File: src/rtl/btn_pkg.sv
// Shared types and defaults for the push-button debounce/pulse block.
package btn_pkg;

    typedef enum logic [1:0] {
        RELEASED,
        PRESS_CHK,
        PRESSED,
        RELEASE_CHK
    } btn_state_t;

    localparam int unsigned DEF_DEB_CYCLES    = 50000;
    localparam int unsigned DEF_REPEAT_CYCLES = 25000000;

    // Smallest counter width w with 2**w > cycles.
    function automatic int unsigned min_cnt_w(input int unsigned cycles);
        int unsigned w;
        w = 1;
        for (int unsigned i = 1; i < 32; i++) begin
            if ((cycles >> i) != 0) w = i + 1;
        end
        return w;
    endfunction

endpackage

File: src/rtl/btn_debounce_pulse_if.sv
// Button bundle: raw pins in, debounced level and press/release pulses out.
interface btn_debounce_pulse_if #(
    parameter int unsigned NUM_BTN = 2
);
    logic [NUM_BTN-1:0] btn_raw;
    logic [NUM_BTN-1:0] btn_level;
    logic [NUM_BTN-1:0] press_pulse;
    logic [NUM_BTN-1:0] release_pulse;

    modport master (output btn_raw, input btn_level, input press_pulse, input release_pulse);
    modport slave  (input btn_raw, output btn_level, output press_pulse, output release_pulse);
endinterface

File: src/rtl/btn_debounce_ch.sv
// One button channel: 2-flop synchroniser, debounce FSM and counter.
// Optional auto-repeat while held is enabled by defining BTN_REPEAT_EN.
module btn_debounce_ch
    import btn_pkg::*;
#(
    parameter int unsigned DEB_CYCLES    = DEF_DEB_CYCLES,
    parameter int unsigned REPEAT_CYCLES = DEF_REPEAT_CYCLES,
    parameter int unsigned CNT_W         = 16
) (
    input  logic clk,
    input  logic rst_n,
    input  logic btn_raw_i,
    output logic level_o,
    output logic press_o,
    output logic release_o
);

    if (DEB_CYCLES < 2 || DEB_CYCLES > 65535) begin : g_bad_deb
        $error("DEB_CYCLES out of range 2..65535");
    end
    if ((DEB_CYCLES >> CNT_W) != 0) begin : g_bad_cnt_w
        $error("CNT_W too narrow for DEB_CYCLES");
    end
    if (REPEAT_CYCLES < 1) begin : g_bad_rep
        $error("REPEAT_CYCLES must be at least 1");
    end

    localparam logic [CNT_W-1:0] CNT_LAST = CNT_W'(DEB_CYCLES - 1);

    logic             sync1_q, sync2_q;
    btn_state_t       state_q, state_d;
    logic [CNT_W-1:0] cnt_q, cnt_d;
    logic             level_q, level_d;
    logic             press_q, press_d;
    logic             release_q, release_d;

`ifdef BTN_REPEAT_EN
    localparam int unsigned      REP_W    = min_cnt_w(REPEAT_CYCLES);
    localparam logic [REP_W-1:0] REP_LAST = REP_W'(REPEAT_CYCLES - 1);
    logic [REP_W-1:0] rep_q, rep_d;
`endif

    // Synchronise the asynchronous pin into the clk domain.
    always_ff @(posedge clk or negedge rst_n) begin
        if (!rst_n) begin
            sync1_q <= 1'b0;
            sync2_q <= 1'b0;
        end else begin
            sync1_q <= btn_raw_i;
            sync2_q <= sync1_q;
        end
    end

    // Debounce state, counters and registered outputs.
    always_ff @(posedge clk or negedge rst_n) begin
        if (!rst_n) begin
            state_q   <= RELEASED;
            cnt_q     <= '0;
            level_q   <= 1'b0;
            press_q   <= 1'b0;
            release_q <= 1'b0;
`ifdef BTN_REPEAT_EN
            rep_q     <= '0;
`endif
        end else begin
            state_q   <= state_d;
            cnt_q     <= cnt_d;
            level_q   <= level_d;
            press_q   <= press_d;
            release_q <= release_d;
`ifdef BTN_REPEAT_EN
            rep_q     <= rep_d;
`endif
        end
    end

    // Next-state: a transition is accepted only after the counter sees a stable input.
    always_comb begin
        state_d   = state_q;
        cnt_d     = cnt_q;
        level_d   = level_q;
        press_d   = 1'b0;
        release_d = 1'b0;
`ifdef BTN_REPEAT_EN
        rep_d     = rep_q;
`endif
        unique case (state_q)
            RELEASED: begin
                if (sync2_q) begin
                    state_d = PRESS_CHK;
                    cnt_d   = '0;
                end
            end
            PRESS_CHK: begin
                if (!sync2_q) begin
                    state_d = RELEASED;
                end else if (cnt_q == CNT_LAST) begin
                    state_d = PRESSED;
                    level_d = 1'b1;
                    press_d = 1'b1;
                end else begin
                    cnt_d = cnt_q + 1'b1;
                end
            end
            PRESSED: begin
                if (!sync2_q) begin
                    state_d = RELEASE_CHK;
                    cnt_d   = '0;
                end
`ifdef BTN_REPEAT_EN
                else if (rep_q == REP_LAST) begin
                    press_d = 1'b1;
                    rep_d   = '0;
                end else begin
                    rep_d = rep_q + 1'b1;
                end
`endif
            end
            RELEASE_CHK: begin
                if (sync2_q) begin
                    state_d = PRESSED;
                end else if (cnt_q == CNT_LAST) begin
                    state_d   = RELEASED;
                    level_d   = 1'b0;
                    release_d = 1'b1;
`ifdef BTN_REPEAT_EN
                    // repeat count survives a rejected release, cleared only on an accepted one
                    rep_d     = '0;
`endif
                end else begin
                    cnt_d = cnt_q + 1'b1;
                end
            end
            default: state_d = RELEASED;
        endcase
    end

    assign level_o   = level_q;
    assign press_o   = press_q;
    assign release_o = release_q;

endmodule

File: src/rtl/btn_debounce_pulse.sv
// Top: NUM_BTN independent debounced button channels with press/release pulses.
// Defining BTN_REPEAT_EN adds auto-repeat press pulses while a button is held.
module btn_debounce_pulse
    import btn_pkg::*;
#(
    parameter int unsigned NUM_BTN       = 2,
    parameter int unsigned DEB_CYCLES    = DEF_DEB_CYCLES,
    parameter int unsigned REPEAT_CYCLES = DEF_REPEAT_CYCLES,
    parameter int unsigned CNT_W         = 16
) (
    input  logic                 clk,
    input  logic                 rst_n,
    btn_debounce_pulse_if.slave  bus
);

    logic [NUM_BTN-1:0] level_w;
    logic [NUM_BTN-1:0] press_w;
    logic [NUM_BTN-1:0] release_w;

    for (genvar g = 0; g < NUM_BTN; g++) begin : g_ch
        btn_debounce_ch #(
            .DEB_CYCLES    (DEB_CYCLES),
            .REPEAT_CYCLES (REPEAT_CYCLES),
            .CNT_W         (CNT_W)
        ) u_ch (
            .clk       (clk),
            .rst_n     (rst_n),
            .btn_raw_i (bus.btn_raw[g]),
            .level_o   (level_w[g]),
            .press_o   (press_w[g]),
            .release_o (release_w[g])
        );
    end

    assign bus.btn_level     = level_w;
    assign bus.press_pulse   = press_w;
    assign bus.release_pulse = release_w;

endmodule

File: src/flat_wrapper.sv
// flat-port wrapper written by rule: the top's interface ports become plain ports
module btn_debounce_pulse_flat import btn_pkg::*;
#(
    parameter int unsigned NUM_BTN       = 2,
    parameter int unsigned DEB_CYCLES    = DEF_DEB_CYCLES,
    parameter int unsigned REPEAT_CYCLES = DEF_REPEAT_CYCLES,
    parameter int unsigned CNT_W         = 16
)
  (clk, rst_n, bus_btn_raw, bus_btn_level, bus_press_pulse, bus_release_pulse);
  btn_debounce_pulse_if #(.NUM_BTN(NUM_BTN)) bus_i ();
  input  logic clk;
  input  logic rst_n;
  input wire logic [$bits(bus_i.btn_raw)-1:0] bus_btn_raw;
  output wire logic [$bits(bus_i.btn_level)-1:0] bus_btn_level;
  output wire logic [$bits(bus_i.press_pulse)-1:0] bus_press_pulse;
  output wire logic [$bits(bus_i.release_pulse)-1:0] bus_release_pulse;
  assign bus_i.btn_raw = bus_btn_raw;
  assign bus_btn_level = bus_i.btn_level;
  assign bus_press_pulse = bus_i.press_pulse;
  assign bus_release_pulse = bus_i.release_pulse;
  btn_debounce_pulse #(.NUM_BTN(NUM_BTN), .DEB_CYCLES(DEB_CYCLES), .REPEAT_CYCLES(REPEAT_CYCLES), .CNT_W(CNT_W)) u_core (.clk(clk), .rst_n(rst_n), .bus(bus_i));
endmodule
File: config.mk
export PLATFORM = sky130hd
export DESIGN_NAME = btn_debounce_pulse_flat
export DESIGN_NICKNAME = d
export VERILOG_FILES = /design/src/rtl/btn_pkg.sv /design/src/rtl/btn_debounce_pulse_if.sv /design/src/rtl/btn_debounce_ch.sv /design/src/rtl/btn_debounce_pulse.sv /design/src/flat_wrapper.sv
export SDC_FILE = /design/constraint.sdc
export NUM_CORES = 1
export LEC_CHECK = 0
export BUFFER_PORTS_ARGS = -buffer_cell sky130_fd_sc_hd__buf_2
export CAP_MARGIN = 5
export CORE_UTILIZATION = 35
export DETAILED_ROUTE_END_ITERATION = 8
export PLACE_DENSITY = 0.53
export SYNTH_ARGS = -nofsm -noshare
export SYNTH_HDL_FRONTEND = slang
export SYNTH_SLANG_ARGS = --single-unit
File: constraint.sdc
create_clock -name clk -period 5.2 [get_ports clk]
set_clock_uncertainty 0.15 [all_clocks]
set_input_delay 1.3 -clock clk [delete_from_list [all_inputs] [get_ports clk]]
set_output_delay 1.3 -clock clk [all_outputs]
set_load 0.01 [all_outputs]
* Word level (Yosys, flattened, before mapping) *
Cells that the tools add are included.

cells by class
  eq/ne operators = 24
  $add $sub $neg = 2
  reduce and logical (&&, ||, !) cells = 10
  muxes and demuxes = 46

operators by type and width
  cell                   number
  $mux 16                10
  $pmux 16 s4            2
  $add 16x1->16 const B  2
  $eq 16x16->1 const B   2
  $mux 2                 12
  $ne 2x2->1 const B     12
  $mux 1                 18
  $pmux 2 s4             2
  $reduce_and 4->1       4
  $ne 3x3->1 const B     4
  $reduce_and 5->1       2
  $eq 2x2->1 const B     4
  $eq 2x1->1 const B     2
  $logic_not 2->1        2
  $pmux 1 s2             2
  $reduce_bool 2->1      2

word-level totals
  output and inout bits = 6
  bits of input ports = 4
  flip-flop bits (word level) = 46

* Logic depth before layout (Yosys ltp) *
  depth after elaboration = 4
  mapped depth = 7
  depth with buffers taken out = 6

* Modules after synthesis *
Synthesis repeated with hierarchy kept, for this count alone.

second synthesis, totals
  cells, all modules = 250
  area, all modules = 2,497.4 sq um

by module, submodules not included
  module           area an instance (sq um)  cells an instance  instances  seq. area each (sq um)
  btn_debounce_ch  1,248.7                   125                2          575.6

* Worst setup path before layout *
OpenSTA, ideal clock, no wires.

  path kind = register to register
  from = register u_core.g_ch[0].u_ch.cnt_q[0]
  to = register u_core.g_ch[0].u_ch.cnt_q[14]
  buffers on the path = 1
  cell stages (with the launch flop) = 8
  library setup time = 0.064 ns
  setup slack = 3.228 ns
  arrival = 1.759 ns
  cell sequence = dfrtp_1 > ha_1 > inv_1 > or3_1 > buf_2 > or4_1 > nand2_1 > a22o_2

on the way
  longest elaborated chain between the ends = 4

ends and longest elaborated chain
  item                                                  RTL line                                       source
  start: declaration                                    btn_debounce_ch.sv:32                          logic [CNT_W-1:0] cnt_q, cnt_d;
  start signal: assignment                              btn_debounce_ch.sv:67                          cnt_q <= cnt_d;
  $add 16x1->16 / $eq 16x16->1 (equally long branches)  -
  $mux 16 *                                             btn_debounce_ch.sv:97, btn_debounce_ch.sv:122
  $mux 16, on equally long branches                     btn_debounce_ch.sv:120, btn_debounce_ch.sv:95
  $pmux 16 s4 *                                         btn_debounce_ch.sv:87                          unique case (state_q)

Mark *: on every way between the ends. The rest lies on a longest branch, timed or not. The select of a mux whose other input is x is not followed.
A chain may end at the register's enable or synchronous reset.

* Final worst setup path *
  from = register u_core.g_ch[0].u_ch.state_q[0]
  to = register u_core.g_ch[0].u_ch.cnt_q[0]

on the way
  longest elaborated chain between the ends = 3

ends and longest elaborated chain
  item                                      RTL line               source
  start: declaration                        btn_debounce_ch.sv:31  btn_state_t state_q, state_d;
  start signal: assignment                  btn_debounce_ch.sv:66  state_q <= state_d;
  $eq 2x2->1, or another cell as far along  btn_debounce_ch.sv:87
  $ne 2x2->1 (no line)                      -
  $reduce_and 4->1 (no line)                -

Several ways; a longest one is shown, not always the timed one.

==> key figures <==
Status
  • Status: finished with violations
  • Failing checks: DRC

Setup path
  • Worst EP arrival: 2.47 ns
  • Worst r2r src: u_core.g_ch[0].u_ch.state_q[0]
  • CP startpoint: u_core.g_ch[0].u_ch.state_q[0]
  • Worst path slowest cell: a41o_1
  • CP required: 5.25 ns
  • Startpoint types: register
  • Peak fanout along the critical path: 14
  • Cell chain of the critical path: inv_1 -> nor4_1 -> a41o_1 -> mux2_2
  • Critical path type: reg2reg
  • Max incr delay on CP: 0.52 ns
  • CP Capture Type: register

Routing
  • Drt via density: 5.41
  • Avg WL per Cell: 13.9 um
  • Total Wirelength: 4700 um
  • DRT iter0 DRCs: 164
  • DR pass1 iterations: 6
  • DRT antenna net count: 0
  • DRC: 2
  • Via Count: 1,823

Cells and area
  • Antenna cells: 0
  • Final nets: 265
  • Most common cell after layout, fill and taps aside: dfrtp_1
  • Non-filler cells, final: 337
  • Final Util: 39.6%
  • Most frequent cells in the layout: dfrtp_1 (46), nand2_1 (27), nor2_1 (23)
  • Area Growth Syn to Fin: 7.69%
  • Share of cells above drive strength 1: 9.23%
  • Fillers: 636

STA
  • RSZ-0062 raised after global routing: no
  • Period utilisation layout: 46.6%
  • Tmin final: 2.42 ns
  • Setup_tns: 0 ns
  • Hold Fails Final Rpt: 0
  • Worst slew pin tran: 1.02 ns
  • Fmax: 0.413 GHz
  • Final Max Tran Viols: 0
  • Worst rel slew slack: 32.2%
  • Final setup viols: 0

Synth
  • Top post-synthesis cells by area: dfrtp_1 (49%), nand2_1 (4.3%), o21ai_0 (4.2%)
  • Cell variety after synth: 39
  • Sequential fraction of the synthesis area: 48.8%
  • Post-synth EDFFs: 0
  • Ys flop type: dfrtp_1
  • #FFs+latches synth: 46
  • Yosys top cell by area: dfrtp_1
  • Post-synth ARST share: 100%
  • Yosys top cell area share: 48.8%
  • Syn avg cell area: 9.22 um^2
  • Post-Syn Instances: 256
  • Syn. warnings: 0
  • Syn Nets: 262
  • Syn Std Cell Area: 2360 um^2

Hold path
  • Hold Path Origin: u_core.g_ch[0].u_ch.sync1_q
  • Worst hold path type: reg2reg

Power and ir drop
  • Leakage: 1.11 nW
  • P_sw: 0.000186 W
  • Int Power: 0.000535 W
  • Sw frac: 25.7%
  • Worst IR drop on VDD: 95.1 uV
  • Gate power share: 6.8%
  • Clk network pwr share: 38.2%
  • Power per cell area: 284 nW/um^2
  • Sequential share of power: 55.0%

Placed design
  • RD Place Congestion: 0.784
  • Placed cells: 329
  • DP HPWL: 3090 um
  • PortBufs: 9

Die
  • Core region area: 6420 um^2
  • Die ar.: 7070 um^2
  • DIE HEIGHT: 84.1 um
  • Die width: 84.1 um
  • Row count: 29
  • I/O pin count: 10
  • Initial core utilization: 36.7%

GRT
  • Vias in the first global route: 1,726
  • Global-route wire length before repair: 8420 um
  • GRT Util Overall: 14.9%
  • GRT Residual Overflow: 0
  • Pin count of the biggest net entering global routing: 47
  • Initial antenna violation count: 0

Clock network
  • Worst-path clk slew: 0.09 ns
  • Post-cts resize count: 0
  • CTS tree: yes
  • Clock Latency Late Sink: 0.30 ns
  • CTS Buf Count: 5
  • Post-CTS setup repair buffer count: 0
  • Clock Path Buffers: 2
  • Cts-stage hold buffer count: 0
  • CTS root buf: clkbuf_8
  • # clock sinks: 46
  • H-tree depth: 2

Flow run
  • Max-Cap Viols: 0
sequential cells by signal, indices dropped and copies added, names as in the netlist, named ones only:
signal	flops
u_core.g_ch.u_ch.level_o	2
u_core.g_ch.u_ch.sync2_q	2
u_core.g_ch.u_ch.sync1_q	2
u_core.g_ch.u_ch.press_o	2
u_core.g_ch.u_ch.cnt_q	32
u_core.g_ch.u_ch.release_o	2
u_core.g_ch.u_ch.state_q	2
worst max-delay path: cells and delay by family, from the launching register on:
kind / cells / cell delay (ns)
compound gates: 1 / 0.52
flops: 1 / 0.51
buf+inv: 1 / 0.28
simple gates: 1 / 0.46
mux: 1 / 0.39
final timing paths:
kind | to | slack, ns | cells past startpoint
max | u_core.g_ch[0].u_ch.cnt_q[0] | 2.78 | 4
min | u_core.g_ch[0].u_ch.sync2_q | 0.21 | 0
max reg2reg | u_core.g_ch[0].u_ch.cnt_q[0] | 2.78 | 4
min reg2reg | u_core.g_ch[0].u_ch.sync2_q | 0.21 | 0
max in group asynchronous | u_core.g_ch[0].u_ch.cnt_q[6] | 3.26 | 1
min in group asynchronous | u_core.g_ch[0].u_ch.cnt_q[9] | 1.02 | 1
per-layer routing:
| metal | routed length (um) | track usage [%] | vias up |
|---|---|---|---|
| li1 | - | - | 910 |
| met1 | 2410 | 21.6 | 885 |
| met2 | 2080 | 21.5 | 26 |
| met3 | 174 | 3.86 | 2 |
| met4 | 36 | 5.17 | 0 |
| met5 | 0 | 0 | - |
cells by family after synthesis:
family | Yosys count | synth area share (%)
AOI/OAI and AO/OA | 51 | 14.1
and+or+nand+nor | 111 | 23.6
adders and majority gates | 2 | 1.06
buffers and inverters | 31 | 6.31
xor gates and xnor gates | 6 | 2.23
muxes | 9 | 3.87
DFF | 46 | 48.8
final cells by class:
class                           instances  area [um^2]  share of cell area (%)
Clock buffer                            5         68.8                    2.71
Clock inverter                          3         45.0                    1.77
Inverter                               16         60.1                    2.36
Sequential cell                        46         1150                    45.3
Tap cell                               77         96.3                    3.79
Multi-Input combinational cell        179         1060                    41.7
Timing Repair Buffer                   11         60.1                    2.36
cells in the mapped netlist, types with 3 or more instances:
master and number:
nand3_1 18, nand4_1 3, a31oi_1 5, or4_1 5, nor4_1 9, o21ai_0 20
dfrtp_1 46, and3_1 5, nor2_1 23, o41ai_1 5, or3_1 3, and2_1 4
inv_1 16, nand2_1 27, mux2i_1 8, a21o_1 3, clkbuf_1 5, nor3_1 7
a21oi_1 8, xnor2_1 4, buf_4 8
stage by stage:
| step | area, um^2 | setup WS, ns | power, W | hold WS [ns] |
|---|---|---|---|---|
| 2_1_floorplan | 2360 | 3.23 | 0.000434 | 0.181 |
| 6_report | 2540 | 2.78 | 0.000721 | 0.210 |
| 5_1_grt | 2540 | 2.65 | 0.000752 | 0.225 |
| 4_1_cts | 2540 | 2.79 | 0.000729 | 0.215 |
| 3_5_place_dp | 2430 | 2.81 | 0.000453 | 0.188 |
| 3_3_place_gp | 2430 | 2.82 | 0.000452 | 0.183 |
power by group through the flow:
stage,Combinational [W],Clock [W],Sequential (W)
detailed placement,0.0000508,0,0.000402
global route,0.0000575,0.000294,0.000401
CTS,0.0000505,0.000283,0.000396
floorplan,0.0000404,0,0.000393
global placement,0.0000501,0,0.000402
finish,0.0000494,0.000275,0.000396
(Power assumes the default switching activity.)
